===== src/rtl/dcache_pkg.sv =====
// Shared definitions for the data-cache read-path controller and the datapath that
// instantiates the 3:1 read-data mux.
package dcache_pkg;

  typedef enum logic [1:0] {
    IDLE    = 2'd0,
    RD_MISS = 2'd1,
    REFILL  = 2'd2,
    WR_THRU = 2'd3
  } state_t;

  localparam logic [1:0] SEL_CACHE  = 2'b00;
  localparam logic [1:0] SEL_REFILL = 2'b01;
  localparam logic [1:0] SEL_ZERO   = 2'b10;

  // Slot indices of the performance counters inside the controller
  localparam int PERF_HIT  = 0;
  localparam int PERF_MISS = 1;
  localparam int PERF_N    = 2;

endpackage


===== src/rtl/dcache_ctrl_sat_counter.sv =====
// Saturating up-counter for the cache performance statistics; sticks at all-ones.
module sat_counter #(
  parameter int W = 16
) (
  input  logic         clk,
  input  logic         rst,
  input  logic         inc,
  output logic [W-1:0] count
);

  always_ff @(posedge clk or posedge rst) begin
    if (rst) begin
      count <= '0;
    end else if (inc && (count != '1)) begin
      count <= count + W'(1);
    end
  end

endmodule


===== src/rtl/dcache_ctrl.sv =====
// Data-cache read-path sequencer: picks the read-data source, stalls for read-miss
// refills and write-through stores, and counts load hits/misses.
module dcache_ctrl
  import dcache_pkg::*;
#(
  parameter int MEM_LATENCY = 4,
  parameter int PERF_W      = 16
) (
  input  logic              clk,
  input  logic              rst,
  input  logic              mem_read,
  input  logic              mem_write,
  input  logic              hit,
  output logic              stall,
  output logic [1:0]        data_sel,
  output logic              mem_rd_req,
  output logic              mem_wr_req,
  output logic              refill_we,
  output logic              cache_we,
  output logic [PERF_W-1:0] hit_cnt,
  output logic [PERF_W-1:0] miss_cnt
);

  localparam int CNT_RAW = $clog2(MEM_LATENCY + 1);
  localparam int CNT_W   = (CNT_RAW < 1) ? 1 : CNT_RAW;
  // The IDLE detect cycle already counts as one cycle of the memory wait
  localparam logic [CNT_W-1:0] CNT_LOAD = CNT_W'(MEM_LATENCY - 1);

  state_t            state_reg, state_next;
  logic [CNT_W-1:0]  cnt_reg, cnt_next;
  logic              hit_q_reg, hit_q_next;
  logic [PERF_N-1:0] perf_inc;
  logic [PERF_W-1:0] perf_cnt [PERF_N];

  always_ff @(posedge clk or posedge rst) begin
    if (rst) begin
      state_reg <= IDLE;
      cnt_reg   <= '0;
      hit_q_reg <= 1'b0;
    end else begin
      state_reg <= state_next;
      cnt_reg   <= cnt_next;
      hit_q_reg <= hit_q_next;
    end
  end

  always_comb begin
    state_next = state_reg;
    cnt_next   = cnt_reg;
    hit_q_next = hit_q_reg;
    stall      = 1'b0;
    data_sel   = SEL_ZERO;
    mem_rd_req = 1'b0;
    mem_wr_req = 1'b0;
    refill_we  = 1'b0;
    cache_we   = 1'b0;
    perf_inc   = '0;

    case (state_reg)
      IDLE: begin
        if (mem_write) begin
          stall      = 1'b1;
          mem_wr_req = 1'b1;
          hit_q_next = hit;
          cnt_next   = CNT_LOAD;
          state_next = WR_THRU;
        end else if (mem_read) begin
          if (hit) begin
            data_sel           = SEL_CACHE;
            perf_inc[PERF_HIT] = 1'b1;
          end else begin
            stall               = 1'b1;
            mem_rd_req          = 1'b1;
            perf_inc[PERF_MISS] = 1'b1;
            cnt_next            = CNT_LOAD;
            state_next          = RD_MISS;
          end
        end
      end
      RD_MISS: begin
        stall      = 1'b1;
        mem_rd_req = 1'b1;
        if (cnt_reg == '0) begin
          state_next = REFILL;
        end else begin
          cnt_next = cnt_reg - CNT_W'(1);
        end
      end
      REFILL: begin
        refill_we  = 1'b1;
        data_sel   = SEL_REFILL;
        state_next = IDLE;
      end
      WR_THRU: begin
        mem_wr_req = 1'b1;
        if (cnt_reg != '0) begin
          stall    = 1'b1;
          cnt_next = cnt_reg - CNT_W'(1);
        end else begin
          // No-write-allocate: only a store that hit updates the array
          cache_we   = hit_q_reg;
          state_next = IDLE;
        end
      end
      default: state_next = IDLE;
    endcase

    // Reset must silence the Mealy outputs at once, even with live IDLE inputs
    if (rst) begin
      stall      = 1'b0;
      data_sel   = SEL_ZERO;
      mem_rd_req = 1'b0;
      mem_wr_req = 1'b0;
      refill_we  = 1'b0;
      cache_we   = 1'b0;
      perf_inc   = '0;
    end
  end

  for (genvar gi = 0; gi < PERF_N; gi++) begin : g_perf
    sat_counter #(.W(PERF_W)) u_cnt (
      .clk   (clk),
      .rst   (rst),
      .inc   (perf_inc[gi]),
      .count (perf_cnt[gi])
    );
  end

  assign hit_cnt  = perf_cnt[PERF_HIT];
  assign miss_cnt = perf_cnt[PERF_MISS];

endmodule


===== config.mk =====
export PLATFORM = sky130hd
export DESIGN_NAME = dcache_ctrl
export DESIGN_NICKNAME = d
export VERILOG_FILES = /design/src/rtl/dcache_pkg.sv /design/src/rtl/dcache_ctrl_sat_counter.sv /design/src/rtl/dcache_ctrl.sv
export SDC_FILE = /design/constraint.sdc
export NUM_CORES = 1
export LEC_CHECK = 0
export BUFFER_PORTS_ARGS = -buffer_cell sky130_fd_sc_hd__buf_2
export CORE_MARGIN = 10
export CORE_UTILIZATION = 45
export DETAILED_ROUTE_END_ITERATION = 16
export HOLD_SLACK_MARGIN = 0.03
export PLACE_DENSITY_LB_ADDON = 0.3
export SLEW_MARGIN = 20
export SYNTH_ARGS = -nofsm -noshare
export SYNTH_HDL_FRONTEND = slang
export SYNTH_HIERARCHICAL = 1
export SYNTH_SLANG_ARGS = --single-unit

===== constraint.sdc =====
create_clock -name clk -period 5.9 [get_ports clk]
set_input_delay 0.885 -clock clk [delete_from_list [all_inputs] [get_ports clk]]
set_output_delay 0.885 -clock clk [all_outputs]
set_load 0.02 [all_outputs]

[After elaboration in Yosys (flattened, before gate mapping)]
Cells that the tools add are included.
Widths: inputs -> output; s select.
Word-level totals
  logic and storage cells: 67
  bits in registers: 38
  output and inout port bits: 39
  input bits: 5
Cells by class
  multiplexer cells: 39
  reduce and logical (&&, ||, !) cells: 9
  $add $sub $neg: 3
  equal/unequal tests: 11
Operator list (count)
  $add 16x1->16 const B: 2
  $ne 16x16->1 const B: 2
  $mux 2: 13
  $mux 1: 15
  $mux 3: 5
  $pmux 3 s3: 1
  $ne 2x2->1 const B: 4
  $pmux 2 s4: 1
  $ne 3x3->1 const B: 2
  $reduce_bool 3->1: 2
  $reduce_and 5->1: 1
  $eq 2x2->1 const B: 2
  $pmux 1 s2: 2
  $pmux 2 s2: 1
  $reduce_and 4->1: 1
  $logic_not 3->1: 1
  $pmux 1 s3: 1
  $sub 3x1->3 const B: 1
  $eq 2x1->1 const B: 1
  $logic_and 1x1->1: 2
  $logic_not 2->1: 1
  $reduce_and 2->1: 1

[Depth between registers and ports, before layout]
  depth in word-level cells: 6
  depth in mapped cells: 8
  depth with buffers taken out: 8

[Modules after synthesis]
Netlist, hierarchy kept.
By module, submodules not included
  sat_counter: sequential area each 400.4 um^2, times used 2, area an instance 805.8 um^2, cells an instance 71
  dcache_ctrl: sequential area each 150.1 um^2, times used 1, area an instance 524.3 um^2, cells an instance 61

[Least setup slack after synthesis]
No wires, ideal clock.
  path kind: input port to output port
  from: input mem_read
  to: output stall
  path buffers: 0
  path slack: 3.278 ns
  cell stages on the path: 3
  required time: 5.015 ns
  arrival time: 1.737 ns
  path through: nor2b_1 > o21ai_0 > a211oi_1
Between the ends
  longest elaborated chain between the ends: 4
Ends and longest elaborated chain
  start, declared: line dcache_ctrl.sv:11  | input logic mem_read,
  $mux 1: line dcache_ctrl.sv:67  | end else if (mem_read) begin
  $mux 1: line dcache_ctrl.sv:61  | if (mem_write) begin
  $pmux 1 s3: line dcache_ctrl.sv:59  | case (state_reg)
  $mux 1: line dcache_ctrl.sv:109  | if (rst) begin
  end, declared: line dcache_ctrl.sv:14  | output logic stall,
No other way between the ends.

[Worst setup path after layout]
  from: register state_reg[0]
  to: output data_sel[1]
Between the ends
  longest elaborated chain between the ends: 3
  elaborated cells between the ends (all ways): 4
  classes of those cells: eq/ne: 1; mux: 2; reduce/logical: 1
Ends and longest elaborated chain
  start, declared: line dcache_ctrl.sv:29  | state_t state_reg, state_next;
  start signal, assigned: line dcache_ctrl.sv:41  | state_reg <= state_next;
  $eq 2x2->1 or $logic_not 2->1 (tied branches): line dcache_ctrl.sv:59
  $pmux 2 s2 (*): line dcache_ctrl.sv:59
  $mux 2 (*): line dcache_ctrl.sv:109
  end, declared: line dcache_ctrl.sv:15  | output logic [1:0] data_sel,
Mark *: on every way between the ends. The rest lies on a longest branch, timed or not.

==> run metrics <==
status completed; Synth area leaders dfrtp_1, xnor2_1, ha_1; cell area after placement 0.00241 sq mm; met3 usage 0.0301; root buffer cell clkbuf_8; RSZ-0062 raised after global routing false; Tmin final 2.97 ns; Final Cycle Share 0.503; busiest grt layer met2; Synthesized Nets 217; CTS tree done; number of diodes 0; drt wl/cell 14.5 microns; post-synth top area share 0.445; CTS Buf Count 5; synth unique cells 37; Worst path slowest cell nor3_1; synth warn 6; worst reg2reg path depth 8; max FFs per register 32; H-tree Lvls 2; Main synth FF type dfrtp_1; Post-CTS Hold Buffers 0; Pins Over Slew Limit 0; Max clock buf depth 2; Die X 88.9 microns; fmax 0.337 GHz; async set-reset flop share out of synthesis 1.00; Crit Reg-Reg Startpoint state_reg[0]$_DFFE_PP0P_; Crit path required time 5.02 ns; worst clock skew 0.00668 ns; clock latency on the worst-skew pair 0.28 ns; 1st-iter DRT viols 111; dpl hpwl 3.44 mm; Worst-Margin Slew 0.717 ns; CP delay by family, top simple AND/OR/NAND/NOR gates; Worst Setup EP data_sel[1]; vias in the first global route 1637; most common cell in the netlist dfrtp_1; Post-Syn Area 0.00214 sq mm; worst reg2reg setup slack 3.27 ns; Commonest cells post-synth dfrtp_1, xnor2_1, nand2_1, nand3_1, nand4_1; io pins 44; WP depth 6; first-pass GRT wire length 7.67 mm; Post-synth EDFFs 0; Leak 1.28 nW; crit end category output pin; share of cells above drive strength 1 0.295; CTS sink cnt 38; post-CTS sizing 0; DRT Wirelength 4.42 mm; placed cells 298; met1 Use GR 0.155; CP max stage delay 0.56 ns; number of remaining DRC errors 0; num rows 25; Design Area, Final 0.00252 sq mm; Post-DRT Antenna Nets 0; core area 0.00466 sq mm; DR vias 1629; worst path bufs/invs 2; crit path launch type register; Avg Vias per Cell 5.34; Synth Register Bits 38; crit path DAT 2.08 ns; met2 GRT Util 0.194; CP startpoint state_reg[0]$_DFFE_PP0P_; power density cells 316 mW/mm^2; slew margin rel. 0.518; worst setup path class reg2out; TNS Setup 0 ns; die height 88.9 microns; largest fanout on the critical path 7; register area share after synthesis 0.445; Peak VDD IR 0.000207 V; Hold Vio Cnt, Final 0; die footprint 0.00790 sq mm; Syn Area/Cell 10.5 sq um; Synth Instances 203; number of setup violations in the final report 0; GRT Overall Usage 0.122; final RePlAce weighted congestion 0.896; maximum capacitance violations 0; reg2reg end g_perf[0].u_cnt/count[14]$_DFFE_PP0P_; cell breakdown of the critical path inv_1, ha_1, nand2b_1, nor3_1, a21oi_1, buf_2; Initial Util 0.458; Finished Layout Cells 305; DR pass1 iterations 4; largest net degree at the start of global routing 17; Worst-path clk slew 0.07 ns; post-synth top area cell dfrtp_1; Area Overhead vs Synth 18.0%; initial antenna violation count 0; # Post-CTS Setup Buffers 0; FILL cells 412; grt ovf 0; Port Buf Inserts 43; nets 265; Hold Crit Class reg2reg
## report_power, final
group	total, W	leakage [nW]	switching, W	internal (W)
Sequential	0.000324	0.511	0.0000322	0.000291
Clock	0.000221	0.0573	0.0000862	0.000135
Combinational	0.000252	0.710	0.000151	0.000101
## cells in the final DEF (no fill, tap or decap), types with 2 or more instances in the layout
cell | Yosys | routed
nor3_1 | 4 | 4
mux2_2 | 5 | 5
and2_1 | 2 | 2
nand3_1 | 14 | 14
nand2b_1 | 4 | 4
and4_2 | 2 | 2
nor2b_1 | 3 | 3
o21ai_0 | 4 | 4
o21a_1 | 2 | 2
buf_2 | 0 | 43
nand2_2 | 2 | 2
nand4_2 | 2 | 2
ha_1 | 9 | 9
dfrtp_1 | 38 | 38
and3_2 | 2 | 2
xnor2_1 | 22 | 22
inv_1 | 9 | 9
and3_1 | 8 | 8
and4_1 | 6 | 6
nor2_1 | 10 | 10
nand4_1 | 11 | 11
nand4_4 | 2 | 2
clkbuf_8 | 0 | 6
nand2_1 | 17 | 17
a21oi_1 | 8 | 8
nor2_2 | 2 | 2
nor4_4 | 2 | 2
mux2i_1 | 2 | 2
## worst min path at each step
stage / slack, ns / from / endpoint / cells past startpoint
detailed placement: 0.52 / g_perf[0].u_cnt/count[15]$_DFFE_PP0P_ / g_perf[0].u_cnt/count[15]$_DFFE_PP0P_ / 1
floorplan: 0.48 / hit_q_reg$_DFFE_PP0P_ / hit_q_reg$_DFFE_PP0P_ / 1
global placement: 0.50 / g_perf[1].u_cnt/count[10]$_DFFE_PP0P_ / g_perf[1].u_cnt/count[10]$_DFFE_PP0P_ / 1
global route: 0.55 / g_perf[1].u_cnt/count[15]$_DFFE_PP0P_ / g_perf[1].u_cnt/count[15]$_DFFE_PP0P_ / 1
finish: 0.52 / g_perf[0].u_cnt/count[15]$_DFFE_PP0P_ / g_perf[0].u_cnt/count[15]$_DFFE_PP0P_ / 1
CTS: 0.53 / g_perf[0].u_cnt/count[15]$_DFFE_PP0P_ / g_perf[0].u_cnt/count[15]$_DFFE_PP0P_ / 1
## logic make-up after synthesis
logic type      share of synthesized area
compound gates                     0.0656
xor+xnor                           0.0902
fa+ha+maj                          0.0527
simple gates                        0.282
mux                                0.0428
flops                               0.445
buf+inv                            0.0211
## per-layer routing
metal,routed length (microns),vias up
met4,47,0
met5,0,-
met2,2100,32
met1,2050,776
met3,222,4
li1,-,817
## area by class of cell
class                      instances  area (sq um)  area share
clock buffer                       6          82.6      0.0328
clock inverter                     1          30.0      0.0119
inverter                           9          33.8      0.0134
multi-input combinational        154          1140       0.452
sequential                        38           951       0.377
tap                               54          67.6      0.0268
timing repair buffer              43           215      0.0854
## through the flow
step                      setup WS [ns]  total power, W  hold slack, ns   util
final                              2.93        0.000797           0.525  0.541
after global routing               2.71        0.000856           0.547  0.541
after CTS                          2.95        0.000806           0.526  0.541
after detailed placement           3.00        0.000581           0.517  0.517
after global placement             3.05        0.000579           0.498  0.517
after floorplan                    3.28        0.000514           0.479      -
(Power assumes the default switching activity.)
